**config.mk**
```make
export PLATFORM = sky130hd
export DESIGN_NAME = bram_write_arbiter
export DESIGN_NICKNAME = d
export VERILOG_FILES = /design/src/rtl/bram_write_arbiter.sv
export SDC_FILE = /design/constraint.sdc
export NUM_CORES = 1
export LEC_CHECK = 0
export CORE_ASPECT_RATIO = 2
export CORE_MARGIN = 3
export CORE_UTILIZATION = 47
export CTS_CLUSTER_SIZE = 12
export DETAILED_ROUTE_END_ITERATION = 8
export PLACE_DENSITY = 0.92
export SETUP_SLACK_MARGIN = 0.2
export SLEW_MARGIN = 20
export SYNTH_ARGS = -nofsm -noshare
export SYNTH_HDL_FRONTEND = slang
export SYNTH_SLANG_ARGS = --single-unit
```
**constraint.sdc**
```tcl
create_clock -name i_CLK -period 4.2 [get_ports i_CLK]
set_input_delay 0.42 -clock i_CLK [delete_from_list [all_inputs] [get_ports i_CLK]]
set_output_delay 0.42 -clock i_CLK [all_outputs]
set_load 0.05 [all_outputs]
```
**src/rtl/bram_write_arbiter.sv**
```systemverilog
// Two-requester round-robin write arbiter for one BlockRam write port.
// Includes a clear engine that sweeps every element to ClearValue.
//
// Ports:
//   i_CLK, i_RST          clock, synchronous active-high reset
//   i_clear_start         request a full-memory clear
//   o_clear_busy          sweep in progress
//   o_clear_done          one-cycle pulse when the sweep completes
//   i_a_valid/o_a_ready   requester A handshake (ready is combinational)
//   i_a_addr/i_a_data     requester A write address / data
//   i_b_*/o_b_ready       requester B, same as A
//   o_write_en/addr/data  registered BlockRam write port
//   o_addr_err            one-cycle pulse: accepted write had addr >= NumElements
module bram_write_arbiter #(
   parameter int AddrBusSize = 9,
   parameter int NumElements = 512,
   parameter int ElementSize = 8,
   parameter logic [ElementSize-1:0] ClearValue = '0
) (
   input  logic                   i_CLK,
   input  logic                   i_RST,
   input  logic                   i_clear_start,
   output logic                   o_clear_busy,
   output logic                   o_clear_done,
   input  logic                   i_a_valid,
   output logic                   o_a_ready,
   input  logic [AddrBusSize-1:0] i_a_addr,
   input  logic [ElementSize-1:0] i_a_data,
   input  logic                   i_b_valid,
   output logic                   o_b_ready,
   input  logic [AddrBusSize-1:0] i_b_addr,
   input  logic [ElementSize-1:0] i_b_data,
   output logic                   o_write_en,
   output logic [AddrBusSize-1:0] o_write_addr,
   output logic [ElementSize-1:0] o_write_data,
   output logic                   o_addr_err
);

   typedef enum logic {
      ST_IDLE,
      ST_CLEAR
   } state_t;

   localparam logic [AddrBusSize-1:0] LastAddr =
      AddrBusSize'(NumElements - 1);
   // One extra bit so NumElements == 2**AddrBusSize is representable.
   localparam logic [AddrBusSize:0] Depth =
      (AddrBusSize + 1)'(NumElements);

   state_t                 state;
   logic                   last_grant_b;
   logic [AddrBusSize-1:0] clr_cnt;

   logic                   grant_a;
   logic                   open_win;
   logic                   xfer_a;
   logic                   xfer_b;
   logic [AddrBusSize-1:0] sel_addr;
   logic [ElementSize-1:0] sel_data;
   logic                   in_range;

   // Exactly one side is granted every cycle. A lone requester wins;
   // on a tie (both or neither valid) the side not served last wins.
   always_comb begin
      grant_a  = (i_a_valid ^ i_b_valid) ? i_a_valid : last_grant_b;
      open_win = (state == ST_IDLE) & ~i_clear_start & ~i_RST;
      o_a_ready = open_win & grant_a;
      o_b_ready = open_win & ~grant_a;
      xfer_a   = i_a_valid & o_a_ready;
      xfer_b   = i_b_valid & o_b_ready;
      sel_addr = xfer_a ? i_a_addr : i_b_addr;
      sel_data = xfer_a ? i_a_data : i_b_data;
      in_range = {1'b0, sel_addr} < Depth;
   end

   always_ff @(posedge i_CLK) begin
      if (i_RST) begin
         state        <= ST_IDLE;
         last_grant_b <= 1'b1;
         clr_cnt      <= '0;
         o_clear_busy <= 1'b0;
         o_clear_done <= 1'b0;
         o_write_en   <= 1'b0;
         o_write_addr <= '0;
         o_write_data <= '0;
         o_addr_err   <= 1'b0;
      end else begin
         o_write_en   <= 1'b0;
         o_addr_err   <= 1'b0;
         o_clear_done <= 1'b0;
         unique case (state)
            ST_IDLE: begin
               if (i_clear_start) begin
                  state        <= ST_CLEAR;
                  clr_cnt      <= '0;
                  o_clear_busy <= 1'b1;
                  o_write_en   <= 1'b1;
                  o_write_addr <= '0;
                  o_write_data <= ClearValue;
               end else if (xfer_a | xfer_b) begin
                  last_grant_b <= xfer_b;
                  if (in_range) begin
                     o_write_en   <= 1'b1;
                     o_write_addr <= sel_addr;
                     o_write_data <= sel_data;
                  end else begin
                     // Handshake completes but the write is dropped.
                     o_addr_err <= 1'b1;
                  end
               end
            end
            ST_CLEAR: begin
               // clr_cnt mirrors the address currently on the port;
               // stopping at LastAddr keeps it from ever wrapping.
               if (clr_cnt == LastAddr) begin
                  state        <= ST_IDLE;
                  clr_cnt      <= '0;
                  o_clear_busy <= 1'b0;
                  o_clear_done <= 1'b1;
               end else begin
                  clr_cnt      <= clr_cnt + 1'b1;
                  o_write_en   <= 1'b1;
                  o_write_addr <= clr_cnt + 1'b1;
                  o_write_data <= ClearValue;
               end
            end
         endcase
      end
   end

endmodule

```
== Yosys cells after proc, flatten, opt, wreduce, memory -nomap -nowiden ==
Cells that the tools add are included.

* Add/subtract/negate cells: 1
* Equal/unequal tests: 5
* Muxes and demuxes: 24
* Bitwise gates (word level): 12
* Reduce and logical (&&, ||, !) cells: 4

{| class="wikitable"
|+ Operator list
! operator !! number
|-
| $mux 9 || 6
|-
| $pmux 9 s2 || 2
|-
| $mux 8 || 4
|-
| $pmux 8 s2 || 1
|-
| $add 9x1->9 const B || 1
|-
| $eq 9x9->1 const B || 1
|-
| $mux 1 || 8
|-
| $and 1x1->1 || 6
|-
| $pmux 1 s2 || 3
|-
| $ne 2x2->1 const B || 2
|-
| $not 1->1 || 4
|-
| $reduce_and 2->1 || 2
|-
| $ne 3x2->1 const B || 1
|-
| $reduce_and 3->1 || 1
|-
| $ne 2x1->1 const B || 1
|-
| $reduce_or 2->1 || 1
|-
| $or 1x1->1 || 1
|-
| $xor 1x1->1 || 1
|}

* Register bits: 31
* Bits of input ports: 39
* Output and inout port bits: 23

== Logic depth before layout (Yosys ltp) ==
Gate-level depths: netlist (run 1).

* Depth in word-level cells: 9
* Gate-level depth with buffers: 9
* Depth with buffers taken out: 8

== Worst setup path before layout (run 1) ==
OpenSTA, ideal clock, no wires.

* Path type: input to output
* Start point: input i_RST
* End point: output o_b_ready
* Arrival: 1.605 ns
* Data required time: 3.780 ns
* Setup slack: 2.175 ns
* Cell stages on the path: 3
* Path buffers: 1
* Cell sequence: buf_6 > or3_1 > nor2_1

* Word-level cells in the longest chain between the ends: 3

{| class="wikitable"
|+ Ends and longest elaborated chain
! what !! line !! source
|-
| start: declaration || 21 || <nowiki>input logic i_RST,</nowiki>
|-
| $not 1->1 || 66 || <nowiki>open_win = (state == ST_IDLE) & ~i_clear_start & ~i_RST;</nowiki>
|-
| $and 1x1->1 || 66 ||
|-
| $and 1x1->1 || 68 || <nowiki>o_b_ready = open_win & ~grant_a;</nowiki>
|-
| end: declaration || 30 || <nowiki>output logic o_b_ready,</nowiki>
|}

Every way passes these cells.

== Worst setup path in the final report (run 1) ==
Same ends and word-level chain as after synthesis.

==> impl_metrics.csv, run 1 <==
group,metric,value,unit
outcome,status,"finished clean",
finish,fin_util,0.682,
timing,tns,0,ns
clock_network,hold_buffers,0,
route,firstDrtPassIters,4,
timing,hold_violations,0,
floorplanning,chipWidth,48.1,um
worst_setup_path,crit_path_end_kind,"output pin",
synthesis,avgSynthCellArea,8.91,um2
worst_setup_path,cp_max_fo,12,
power,ir_drop,0.263,mV
global_route,grt_pass1_vias,1536,
timing,post-route-min-period,2.99,ns
worst_setup_path,crit_path_start,"i_RST",
min_path,min-delay-start,"o_write_data[1]",
worst_setup_path,criticalPathCategory,"input pin to output pin",
power,powerDensity,303,nW/um2
global_route,grt_overflow,0,
timing,hold_slack,0.461,ns
worst_setup_path,cpMostUsedCell,"clkdlybuf4s50_1",
worst_setup_path,crit_slowest_cell,"clkdlybuf4s50_1",
finish,final_cell_area,2330,um2
global_route,grt_pass1_wl,6960,um
synthesis,synth_area,1670,um2
placement,io_buffers,60,
power,p_total,0.706,mW
timing,period_share,0.712,
timing,fin_ws,1.21,ns
route,drt-total-wl,4480,um
synthesis,synth_simple_gate_area_frac,0.217,
timing,rsz0062_at_grt,"no",
clock_network,postCtsSetupBuffers,0,
route,vias,1589,
placement,post-dp-hpwl,3560,um
clock_network,path_clk_slew,0.05,ns
floorplanning,row_count,30,
route,post_drt_wl_per_cell,15.3,um
global_route,track_usage,0.219,
worst_setup_path,cp_top_family,"buffers and inverters",
global_route,antenna_found_initial,0,
synthesis,yosys-mux-area-fraction,0.0631,
timing,finalClockSkew,0.00841,ns
synthesis,synthAdderAreaFrac,0.0285,
worst_setup_path,r2r_slack,1.43,ns
synthesis,postSynthCellCount,187,
finish,stdcell_count,292,
route,ant_nets,0,
floorplanning,fp.dieH,90.2,um
synthesis,synth_top_family_by_area,"compound AO/OA/AOI/OAI gates",
finish,nets,285,
timing,finalSetupViolCount,0,
clock_network,cts_made_buffers,5,
min_path,hold_path.class,"register to register",
floorplanning,initial_core_util,0.488,
worst_setup_path,cp_data_arrival_time,2.57,ns
clock_network,clockBufferDepth,2,
synthesis,synth_seq_cells,31,
synthesis,seq_area_frac_synth,0.373,
worst_setup_path,worst_setup_path_start_kind,"input pin",
synthesis,yosysUniqueCellTypes,46,
route,viasPerCell,5.44,
floorplanning,core_area,3420,um2
placement,pre_cts_slack,1.26,ns
finish,num_antenna_cells,0,
timing,tightestPinTransition,0.938,ns
worst_setup_path,cp_slowest_stage_delay,0.82,ns
global_route,grt_start_max_net_pins,22,
floorplanning,die-area,4340,um2
worst_setup_path,crit_chain,"clkdlybuf4s50_1, or3_1, nor2_1, clkdlybuf4s50_1",
placement,finalWeightedCongestion,0.797,
clock_network,clkLatencyLatePin,0.28,ns
floorplanning,ios,62,
route,drt_iter0_drc,38,
clock_network,htreeDepth,2,
route,drc,0,
clock_network,cts_sinks,31,
timing,drv_slew,0,
synthesis,yosysWarnings,0,
finish,area_growth,40.0,%
synthesis,synthXorXnorAreaFrac,0.0210,
finish,layout-drive-gt1-share,0.0697,
clock_network,cts_resized,0,
flow_run,cap_violations,0,
synthesis,synthesis.nets,229,
power,p_leak,0.920,nW
worst_setup_path,r2r-start,"clr_cnt[0]",
worst_setup_path,cp.required,3.78,ns
worst_setup_path,worst-path-buf-inv,2,
clock_network,cts-root-buf,"clkbuf_8",
timing,relSlewSlack,0.371,
clock_network,tritoncts,"built",
placement,dp_cells,284,
placement,postPlaceCellArea,2250,um2
synthesis,synth_compound_area_frac,0.243,
timing,timing.fmax,335,MHz
## flip-flops by register name (all words and copies together) (netlist names)
name	count
last_grant_b	1
o_write_data	8
o_write_addr	9
o_clear_busy	1
state	1
o_clear_done	1
clr_cnt	9
o_write_en	1
## logic make-up (layout without fill, tap and decap cells)
group / Yosys count / after routing
other: 1 / 1
buffers and inverters: 14 / 71
DFF: 31 / 31
AOI/OAI and AO/OA: 59 / 59
adders and majority gates: 4 / 4
xor gates and xnor gates: 4 / 4
and+or+nand+nor: 64 / 64
muxes: 10 / 10
## cells in the mapped netlist, drive strengths merged
library cell   n  share of area
conb           1         0.0023
nor2b          2         0.0075
nor3           1         0.0060
or3b           1         0.0068
mux2i          9          0.054
o311ai         1         0.0053
dfxtp         31           0.37
nand2b         5          0.019
o21bai         1         0.0045
ha             3          0.023
nand3b         3          0.014
xor2           1         0.0053
and3          11          0.042
nand2         19          0.044
buf            9          0.041
o32a           1         0.0060
clkbuf         2         0.0045
a21oi          4          0.012
inv            3         0.0068
and2b          1         0.0045
xnor2          3          0.016
and2           2         0.0075
nand4          2         0.0075
maj3           1         0.0060
mux2           1         0.0090
a41oi          1         0.0098
a22o           1         0.0053
o2bb2ai        8          0.042
a31oi          8          0.030
nand3          5          0.021
or3            1         0.0038
o21ai         21          0.063
nor2          11          0.034
o31ai          3          0.014
a21boi         7          0.034
o221a          1         0.0068
o211a          1         0.0060
o211ai         1         0.0045
## final cells by class
| cell class | count | area (um2) |
|---|---|---|
| repair buffers | 60 | 601 |
| flip-flops and latches | 31 | 621 |
| inverters | 3 | 11.3 |
| fillers | 270 | 1080 |
| clock buffers | 7 | 76.3 |
| multi-input cells | 142 | 957 |
| well taps | 48 | 60.1 |
| clock inverters | 1 | 5.00 |
## where the power goes
| group | total [mW] | leakage, nW | internal, mW | switching [mW] |
|---|---|---|---|---|
| Combinational | 0.167 | 0.624 | 0.0736 | 0.0933 |
| Sequential | 0.319 | 0.254 | 0.308 | 0.0113 |
| Clock | 0.220 | 0.0422 | 0.116 | 0.104 |
| Total | 0.706 | 0.920 | 0.497 | 0.209 |
## path summary, 6_finish.rpt
check	cells past startpoint	endpoint
worst max-delay path	4	o_b_ready
worst min-delay path	1	o_write_data[1]
worst max register to register	8	o_write_addr[5]
worst min register to register	1	o_write_data[1]
## layer usage
metal / global-route usage / wire length (um) / vias to the layer above
li1: - / - / 790
met1: 0.220 / 1590 / 747
met2: 0.392 / 2570 / 38
met3: 0.0421 / 178 / 14
met4: 0.0966 / 135 / 0
met5: 0 / 0 / -
## placed cells by master (no fill, tap or decap), types with 3 or more instances in the layout
cell / netlist / routed
o21ai_0: 4 / 4
nand3b_1: 3 / 3
o2bb2ai_1: 8 / 8
ha_1: 3 / 3
nand2b_1: 5 / 5
clkbuf_8: 0 / 5
o21ai_1: 17 / 17
a21boi_0: 6 / 6
o31ai_1: 3 / 3
and3_1: 10 / 10
mux2i_1: 9 / 9
xnor2_1: 3 / 3
nand3_1: 3 / 3
nand2_1: 18 / 18
clkdlybuf4s50_1: 0 / 60
a21oi_1: 4 / 4
inv_1: 3 / 3
dfxtp_1: 31 / 31
a31oi_1: 8 / 8
nor2_1: 9 / 9
## worst register-to-register path, cell delays in order, from the launching register on
cell	delay [ns]
dfxtp_1	0.34
ha_1	0.28
and3_1	0.25
and3_1	0.23
ha_1	0.22
nand2_1	0.10
a21boi_2	0.75
o211ai_1	0.21
o221a_1	0.27
(Power assumes the default switching activity.)
==> inputs of run 2 (changes only) <==
CORE_UTILIZATION = 44   (was 47)
PLACE_DENSITY = 0.88   (was 0.92)
clock period = 3 ns   (was 4.2 ns; I/O delays follow)
==> run 2 against run 1 <==
Setup slack got worse by 0.70 ns; flip-flop and latch count stayed put; clock power is 42% higher; total power is 42% higher; design area is 0.91% higher; core utilization down 3.7 points; global-route usage rose by 0.24 points; cell count grew 1.4%; critical path depth up 5; critical path type is now register to register; highest routed layer unchanged.
==> impl_metrics.csv, run 2 (synthesized netlist as in run 1, its figures left out) <==
group,metric,value,unit
finish,num_antenna_cells,0,
worst_setup_path,cp_slowest_stage_delay,0.49,ns
floorplanning,chipWidth,49.5,um
finish,stdcell_count,296,
global_route,busiest_layer,"met2",
worst_setup_path,cp.required,3.21,ns
floorplanning,core_area,3650,um2
clock_network,tritoncts,"built",
route,viasPerCell,5.57,
power,powerDensity,425,nW/um2
floorplanning,row_count,31,
worst_setup_path,crit_slowest_cell,"a21boi_2",
global_route,grt_pass1_vias,1654,
clock_network,path_clk_slew,0.06,ns
placement,post-dp-hpwl,3730,um
timing,hold_violations,0,
placement,io_buffers,60,
worst_setup_path,crit_chain,"ha_1, and3_1, and3_1, ha_1, nand2_1, a21boi_2, buf_4, o21ai_1, a31oi_1",
worst_setup_path,cp_data_arrival_time,2.69,ns
route,ant_nets,0,
global_route,grt_overflow,0,
worst_setup_path,worst-path-buf-inv,1,
timing,finalSetupViolCount,0,
global_route,antenna_found_initial,0,
route,post_drt_wl_per_cell,16.6,um
route,firstDrtPassIters,4,
floorplanning,die-area,4600,um2
route,drc,0,
timing,drv_slew,0,
floorplanning,fp.dieH,93.0,um
global_route,grt_start_max_net_pins,20,
timing,post-route-min-period,2.49,ns
clock_network,htreeDepth,2,
clock_network,cts_sinks,31,
finish,final_common_cell,"clkdlybuf4s50_1",
finish,nFillCells,322,
timing,timing.fmax,402,MHz
clock_network,clkLatencyLatePin,0.28,ns
outcome,status,"finished clean",
floorplanning,ios,62,
route,vias,1649,
clock_network,clockBufferDepth,2,
clock_network,hold_buffers,0,
global_route,use_met3,0.0399,
route,drt_iter0_drc,47,
worst_setup_path,criticalPathCategory,"register to register",
floorplanning,initial_core_util,0.457,
finish,regArea,621,um2
finish,reg.largest.list,"clr_cnt (9), o_write_addr (9), o_write_data (8)",
timing,rsz0062_at_grt,"no",
finish,area_growth,41.2,%
route,drt-total-wl,4910,um
placement,postPlaceCellArea,2270,um2
worst_setup_path,cp_max_fo,12,
finish,final_cell_mix,"clkdlybuf4s50_1 (59), dfxtp_1 (31), nand2_1 (18), o21ai_1 (17), and3_1 (10)",
global_route,track_usage,0.221,
worst_setup_path,cp_top_family,"compound AO/OA/AOI/OAI gates",
clock_network,cts_made_buffers,5,
global_route,grt_pass1_wl,7890,um
placement,dp_cells,288,
global_route,grtUsageMet1,0.216,
global_route,grt_use_met2,0.434,
finish,nets,288,
clock_network,cts-root-buf,"clkbuf_8",
finish,final_cell_area,2350,um2
timing,finalClockSkew,0.00871,ns
worst_setup_path,crit_path_end_kind,"register",
power,ir_drop,0.297,mV
power,p_leak,0.936,nW
timing,tightestPinTransition,0.549,ns
timing,period_share,0.829,
timing,tns,0,ns
clock_network,postCtsSetupBuffers,0,
finish,layout-drive-gt1-share,0.0850,
timing,relSlewSlack,0.632,
flow_run,cap_violations,0,
worst_setup_path,worst_setup_path_start_kind,"register",
min_path,hold_path.class,"register to register",
placement,finalWeightedCongestion,0.915,
finish,multi_input_area,957,um2
clock_network,cts_resized,0,
[run 2: cell types whose count changed in the layout (fill, tap and decap cells not counted), sizes merged]
cell / previous run / this run
buf: 0 / 4
clkdlybuf4s50: 60 / 59
[run 2: cell type report]
cell class	count	area share
Sequential cell	31	0.264
Clock buffer	7	0.0324
Multi-Input combinational cell	142	0.407
Inverter	3	0.00479
Tap cell	49	0.0261
Clock inverter	1	0.00213
Timing Repair Buffer	63	0.264
[run 2: through the flow]
stage	worst slack (ns)	util	hold slack [ns]	total power, mW
finish	0.512	0.645	0.468	0.999
global route	0.321	0.645	0.488	1.05
CTS	0.528	0.645	0.469	1.00
detailed placement	0.573	0.623	0.450	0.694
global placement	0.580	0.623	0.445	0.689
floorplan	1.00	-	0.457	0.594
[run 2: final timing paths]
kind	start	to	slack, ns	depth (start not counted)
worst min register to register	o_write_data[2]	o_write_data[2]	0.47	1
worst min-delay path	o_write_data[2]	o_write_data[2]	0.47	1
worst max-delay path	clr_cnt[0]	o_write_addr[4]	0.51	9
worst max register to register	clr_cnt[0]	o_write_addr[4]	0.51	9
[run 2: where the power goes]
part | internal (mW) | switching, mW
registers | 0.431 | 0.0140
logic | 0.106 | 0.136
clock network | 0.162 | 0.149
total | 0.699 | 0.300
[run 2: per-layer routing]
metal	up-vias	share of wire
met1	790	0.34
met4	0	0.024
li1	797	-
met3	11	0.040
met5	-	0
met2	51	0.59
